$ cat src/rtl/roll_over_counter_pkg.sv
// Shared types and constants for the roll-over prescaler.
package roll_over_pkg;

   typedef enum logic {
      IDLE = 1'b0,
      RUN  = 1'b1
   } t_roll_state;

   localparam int MIN_LIMIT   = 1;
   localparam int ROLL_N_BITS = 16;

endpackage

$ cat src/rtl/roll_over_counter_if.sv
// Limit-load handshake between a host (master) and the roll-over counter (slave).
interface roll_over_counter_if
   import roll_over_pkg::*;
#(
   parameter int N_BITS = ROLL_N_BITS
);

   logic [N_BITS-1:0] i_limit;
   logic              i_load;
   logic              o_load_ready;

   modport master (output i_limit, output i_load, input  o_load_ready);
   modport slave  (input  i_limit, input  i_load, output o_load_ready);

endinterface

$ cat src/rtl/roll_over_limit_reg.sv
// Shadow/active limit registers: accepts one clamped limit and moves it to the
// active register when the counter raises i_apply (period boundary or idle).
module roll_over_limit_reg
   import roll_over_pkg::*;
#(
   parameter int N_BITS        = ROLL_N_BITS,
   parameter int DEFAULT_LIMIT = 24999
) (
   input  logic                i_clk,
   input  logic                i_reset,
   roll_over_counter_if.slave  load_if,
   input  logic                i_apply,
   output logic [N_BITS-1:0]   o_limit
);

   localparam logic [N_BITS-1:0] MIN_L       = N_BITS'(MIN_LIMIT);
   localparam logic [N_BITS-1:0] DEF_L       = N_BITS'(DEFAULT_LIMIT);
   localparam logic [N_BITS-1:0] RESET_LIMIT = (DEF_L < MIN_L) ? MIN_L : DEF_L;

   logic [N_BITS-1:0] shadow_q;
   logic [N_BITS-1:0] limit_q;
   logic              pending_q;
   logic [N_BITS-1:0] limit_d;

   // A zero limit would hold the pulse high forever; raise it to the minimum.
   assign limit_d = (load_if.i_limit < MIN_L) ? MIN_L : load_if.i_limit;

   // NOTE: sequential state uses non-blocking assignments so every register
   // samples pre-edge values regardless of statement order.
   always_ff @(posedge i_clk or negedge i_reset) begin
      if (!i_reset) begin
         shadow_q  <= '0;
         limit_q   <= RESET_LIMIT;
         pending_q <= 1'b0;
      end else if (pending_q && i_apply) begin
         limit_q   <= shadow_q;
         pending_q <= 1'b0;
      end else if (load_if.i_load && !pending_q) begin
         shadow_q  <= limit_d;
         pending_q <= 1'b1;
      end
   end

   assign load_if.o_load_ready = ~pending_q;
   assign o_limit              = limit_q;

endmodule

$ cat src/rtl/roll_over_counter.sv
// Prescaler: counts cycles in RUN and pulses o_roll_over when count hits the
// active limit. Optional rollover tally output enabled by ROLL_OVER_TALLY_EN.
module roll_over_counter
   import roll_over_pkg::*;
#(
   parameter int N_BITS        = ROLL_N_BITS,
   parameter int DEFAULT_LIMIT = 24999
) (
   input  logic                i_clk,
   input  logic                i_reset,
   input  logic                i_enable,
   roll_over_counter_if.slave  load_if,
   output logic                o_roll_over,
   output logic [N_BITS-1:0]   o_count
`ifdef ROLL_OVER_TALLY_EN
   ,
   output logic [7:0]          o_tally
`endif
);

   t_roll_state       state_q;
   logic [N_BITS-1:0] count_q;
   logic [N_BITS-1:0] count_d;
   logic              roll_q;
   logic              roll_d;
   logic              apply;
   logic [N_BITS-1:0] limit;

   assign count_d = count_q + 1'b1;
   assign roll_d  = (state_q == RUN) && i_enable && (count_q >= limit);
   // Idle has no period in flight, so a pending limit can go live at once.
   assign apply   = (state_q == IDLE) || roll_d;

   roll_over_limit_reg #(
      .N_BITS        (N_BITS),
      .DEFAULT_LIMIT (DEFAULT_LIMIT)
   ) u_limit_reg (
      .i_clk   (i_clk),
      .i_reset (i_reset),
      .load_if (load_if),
      .i_apply (apply),
      .o_limit (limit)
   );

   always_ff @(posedge i_clk or negedge i_reset) begin
      if (!i_reset) begin
         state_q <= IDLE;
         count_q <= '0;
         roll_q  <= 1'b0;
      end else begin
         roll_q <= roll_d;
         case (state_q)
            IDLE: begin
               count_q <= '0;
               if (i_enable) state_q <= RUN;
            end
            RUN: begin
               if (!i_enable) begin
                  state_q <= IDLE;
                  count_q <= '0;
               end else if (roll_d) begin
                  count_q <= '0;
               end else begin
                  count_q <= count_d;
               end
            end
         endcase
      end
   end

`ifdef ROLL_OVER_TALLY_EN
   logic [7:0] tally_q;

   always_ff @(posedge i_clk or negedge i_reset) begin
      if (!i_reset)    tally_q <= '0;
      else if (roll_d) tally_q <= tally_q + 8'd1;
   end

   assign o_tally = tally_q;
`endif

   assign o_roll_over = roll_q;
   assign o_count     = count_q;

endmodule
$ cat src/flat_wrapper.sv
// flat-port wrapper written by rule: the top's interface ports become plain ports
module roll_over_counter_flat import roll_over_pkg::*;
#(
   parameter int N_BITS        = ROLL_N_BITS,
   parameter int DEFAULT_LIMIT = 24999
)
  (i_clk, i_reset, i_enable, o_roll_over, o_count, load_if_i_limit, load_if_i_load, load_if_o_load_ready);
  roll_over_counter_if #(.N_BITS(N_BITS)) load_if_i ();
  input  logic i_clk;
  input  logic i_reset;
  input  logic i_enable;
  output logic o_roll_over;
  output logic [N_BITS-1:0] o_count;
  input wire logic [$bits(load_if_i.i_limit)-1:0] load_if_i_limit;
  input wire logic [$bits(load_if_i.i_load)-1:0] load_if_i_load;
  output wire logic [$bits(load_if_i.o_load_ready)-1:0] load_if_o_load_ready;
  assign load_if_i.i_limit = load_if_i_limit;
  assign load_if_i.i_load = load_if_i_load;
  assign load_if_o_load_ready = load_if_i.o_load_ready;
  roll_over_counter #(.N_BITS(N_BITS), .DEFAULT_LIMIT(DEFAULT_LIMIT)) u_core (.i_clk(i_clk), .i_reset(i_reset), .i_enable(i_enable), .load_if(load_if_i), .o_roll_over(o_roll_over), .o_count(o_count));
endmodule
$ cat config.mk
export PLATFORM = sky130hd
export DESIGN_NAME = roll_over_counter_flat
export DESIGN_NICKNAME = d
export VERILOG_FILES = /design/src/rtl/roll_over_counter_pkg.sv /design/src/rtl/roll_over_counter_if.sv /design/src/rtl/roll_over_limit_reg.sv /design/src/rtl/roll_over_counter.sv /design/src/flat_wrapper.sv
export SDC_FILE = /design/constraint.sdc
export NUM_CORES = 1
export LEC_CHECK = 0
export CORE_ASPECT_RATIO = 0.6
export CORE_MARGIN = 5
export CORE_UTILIZATION = 55
export DETAILED_ROUTE_END_ITERATION = 6
export DONT_BUFFER_PORTS = 1
export GPL_ROUTABILITY_DRIVEN = 0
export PLACE_DENSITY = 0.84
export SYNTH_ARGS = -nofsm -noshare
export SYNTH_HDL_FRONTEND = slang
export SYNTH_SLANG_ARGS = --single-unit
$ cat constraint.sdc
create_clock -name i_clk -period 1.94 [get_ports i_clk]
set_clock_uncertainty 0.1 [all_clocks]
set_input_delay 0.485 -clock i_clk [delete_from_list [all_inputs] [get_ports i_clk]]
set_output_delay 0.485 -clock i_clk [all_outputs]
set_load 0.02 [all_outputs]
==> summary.md <==
| Metric | Value |
|---|---|
| Worst Max-Slew Pin Slew | `0.364 ns` |
| Leakage power | `1.54 nW` |
| Num rows | `20` |
| IO Port Bufs | `0` |
| Hold Startpoint | `i_enable` |
| PnR worst setup slack | `-0.235 ns` |
| Worst-case clock buffer depth | `2` |
| Drt pass-1 iters | `4` |
| Design Area, Final | `3400 um2` |
| Total CTS buffers | `5` |
| I/O pin cnt | `38` |
| R2r worst-path depth | `7` |
| Post-detailed-route count of antenna-violating nets | `0` |
| Post-layout util | `0.680` |
| CP arrival | `2.29 ns` |
| Die Wd | `102 um` |
| Ys async rst share | `1.00` |
| First-pass GRT wire length | `10600 um` |
| Layout cells sized above 1 | `0.320` |
| Setup-failing EPs final | `33` |
| Gr usage total | `0.207` |
| CTS tree | `done` |
| Hold endpoint | `u_core.state_q` |
| Dpl hpwl | `4620 um` |
| PwrDens | `899 nW/um2` |
| Largest net degree at the start of global routing | `52` |
| RSZ-0062 raised after global routing | `true` |
| Hold Fails Final Rpt | `0` |
| DRT iter0 DRCs | `91` |
| Die ar. | `6670 um2` |
| Pwr Total | `approximately 0.0031 W` |
| Starting Density | `0.560` |
| R2R Setup Slk | `-0.24 ns` |
| Clock root buffer | `clkbuf_8` |
| Fin crit share | `1.12` |
| FILL cells | `388` |
| Worst Hold Class | `in2reg` |
| Skew-Pair Late Insertion Delay | `about 0.30 ns` |
| DR vias/cell | `5.51` |
| Critical Path End Type | `register` |
| Synthesized cell area | `2800 um2` |
| Final WL | `6290 um` |
| Post-DP Area | `between 3000 and 4000 um2` |
| Number of diodes | `0` |
| H-Tree Depth | `2` |
| RR Endpoint | `u_core.u_limit_reg.o_limit[2]` |
| Fin crit period | `approximately 2.2 ns` |
| CP Launch Type | `register` |
| Remaining global-route overflow | `0` |
| R2R Path Start | `u_core.u_limit_reg.o_limit[0]` |
| WL/cell | `17.3 um` |
| CP delay by family, top | `flip-flops` |
| Register bit count reported by yosys | `51` |
| Die height | `65.3 um` |
| Core Area | `5000 um2` |
| Area growth syn-to-layout | `21.3%` |
| # nets final | `roughly 330` |
| Yosys cell types | `35` |
| Inst Count DP | `about 350` |
| Fmax | `460 MHz` |
| Ys flop type | `dfrtp_1` |
| Synthesized area per cell | `10.8 um2` |
| Status | `finished with violations` |
| Initial antenna violation count | `0` |
| Slew HR | `0.755` |
| Pins Over Slew Limit | `0` |
| Syn_nets | `just under 300` |
| DRC | `0` |
| Post-synthesis sequential area ratio | `0.459` |
| DR vias | `roughly 2000` |
| Gate Count Post-Synth | `260` |
| Failing checks | `negative setup slack` |
| Critical Path Fanout Max | `9` |
| Vias in the first global route | `approximately 2100` |
| Cell Chain, Critical Path | `ha_4 > nand2b_4 > a2111o_1 > o2111ai_4 > nand3_4 > buf_12 > mux2i_2` |
| CTS Sinks | `51` |
| Max incr delay on CP | `0.58 ns` |
| Max-cap violation count | `0` |
| Fin cells | `around 360` |
| Hold Path Depth | `0` |
| Required time worst endpoint | `2.05 ns` |
| EDFF count, synth | `0` |
| YS warnings | `0` |
| Buf/Inv on CP | `1` |
| CP max stage cell | `dfstp_2` |
| Critical path class | `reg2reg` |
| VDD IR max | `approximately 0.00064 V` |
| Clock transition at path regs | `0.09 ns` |
## cell type report
type,count,area (um2),area share
clock inverters,1,5.00,0.00147
inverters,19,71.3,0.0210
flip-flops and latches,51,1290,0.379
well taps,66,82.6,0.0243
multi-input cells,181,1530,0.448
repair buffers,38,353,0.104
clock buffers,7,76.3,0.0224
## where the power goes
part           total, W  switching [W]  internal (W)
Clock          0.000592       0.000338      0.000254
Sequential      0.00146       0.000153       0.00130
Combinational   0.00101       0.000506      0.000503
## registers in the layout, indices dropped and copies added, names as in the netlist
name / count
u_core.o_count: 16
u_core.u_limit_reg.shadow_q: 16
u_core.o_roll_over: 1
u_core.u_limit_reg.o_limit: 16
u_core.state_q: 1
u_core.u_limit_reg.pending_q: 1
## layout by cell type (no fill, tap or decap), types with 2 or more instances in the layout
cell type | synthesis | final
a21oi_1 | 20 | 19
and3_1 | 2 | 2
and4_1 | 3 | 3
buf_12 | 1 | 2
buf_16 | 0 | 2
buf_4 | 0 | 33
clkbuf_1 | 4 | 2
clkbuf_8 | 0 | 5
dfrtp_1 | 43 | 41
dfrtp_2 | 0 | 2
dfstp_2 | 8 | 8
ha_1 | 17 | 12
ha_4 | 0 | 5
inv_1 | 19 | 14
inv_2 | 0 | 5
mux2_2 | 15 | 15
mux2i_1 | 33 | 31
nand2_1 | 10 | 10
nand3_1 | 6 | 6
nand4_1 | 5 | 5
nor2_1 | 35 | 30
nor2_2 | 0 | 5
nor3_1 | 3 | 2
nor4_1 | 3 | 3
xnor2_1 | 2 | 2
xor2_1 | 12 | 12
## routing by layer
metal  wire [um]  up-vias  global-route usage
met5           0        -                   0
met4          16        0              0.0344
met3         353        2              0.0636
met2        2960       43               0.335
met1        2960      983               0.279
li1            -      973                   -
## worst max-delay path by stage
stage / end / slack (ns) / cells after the start / start
3_3_place_gp: u_core.u_limit_reg.o_limit[0] / -0.11 / 8 / u_core.u_limit_reg.o_limit[14]
2_1_floorplan: u_core.u_limit_reg.o_limit[13] / -0.1 / 9 / u_core.u_limit_reg.o_limit[14]
5_1_grt: u_core.u_limit_reg.o_limit[2] / -0.31 / 8 / u_core.u_limit_reg.o_limit[8]
4_1_cts: u_core.u_limit_reg.o_limit[2] / -0.23 / 7 / u_core.u_limit_reg.o_limit[0]
6_report: u_core.u_limit_reg.o_limit[2] / -0.24 / 7 / u_core.u_limit_reg.o_limit[0]
3_5_place_dp: u_core.u_limit_reg.o_limit[2] / -0.27 / 8 / u_core.u_limit_reg.o_limit[14]
## worst reg2reg max path: stages (launching register included)
cell,delay (ns)
dfstp_2,0.58
ha_4,0.21
nand2b_4,0.13
a2111o_1,0.39
o2111ai_4,0.14
nand3_4,0.16
buf_12,0.19
mux2i_2,0.21
## stage by stage
step | hold WS, ns | setup slack [ns] | TNS (ns)
final | 0.113 | -0.235 | -4.81
after global routing | 0.0857 | -0.315 | -7.91
after CTS | 0.105 | -0.234 | -5.17
after detailed placement | 0.0908 | -0.266 | -5.25
after global placement | 0.0907 | -0.107 | -2.06
after floorplan | 0.0894 | -0.0990 | -1.41
## synth_stat cells (4+ instances only)
| master | n | area [um2] |
|---|---|---|
| xor2_1 | 12 | 105 |
| clkbuf_1 | 4 | 15.0 |
| dfstp_2 | 8 | 210 |
| nand3_1 | 6 | 30.0 |
| a21oi_1 | 20 | 100 |
| mux2i_1 | 33 | 330 |
| nand2_1 | 10 | 37.5 |
| nor2_1 | 35 | 131 |
| inv_1 | 19 | 71.3 |
| mux2_2 | 15 | 169 |
| nand4_1 | 5 | 31.3 |
| dfrtp_1 | 43 | 1080 |
| ha_1 | 17 | 213 |
## kinds of logic (layout without fill, tap and decap cells)
| family | count (synthesis) | count (layout) | synth area share |
|---|---|---|---|
| compound gates | 32 | 32 | 0.0745 |
| mux | 48 | 48 | 0.178 |
| fa+ha+maj | 17 | 17 | 0.0759 |
| buf+inv | 28 | 65 | 0.0473 |
| xor+xnor | 14 | 14 | 0.0437 |
| flops | 51 | 51 | 0.459 |
| simple gates | 70 | 70 | 0.122 |
## what timing repair did
action	CTS	global route
setup buffers	3	2
cloned	1	0
hold buffers	2	0
gates resized for setup	9	9
hold endpoints to repair	51	0
pin swaps	5	2
setup endpoints to repair	34	34
Power figures use the tool's default switching activity.
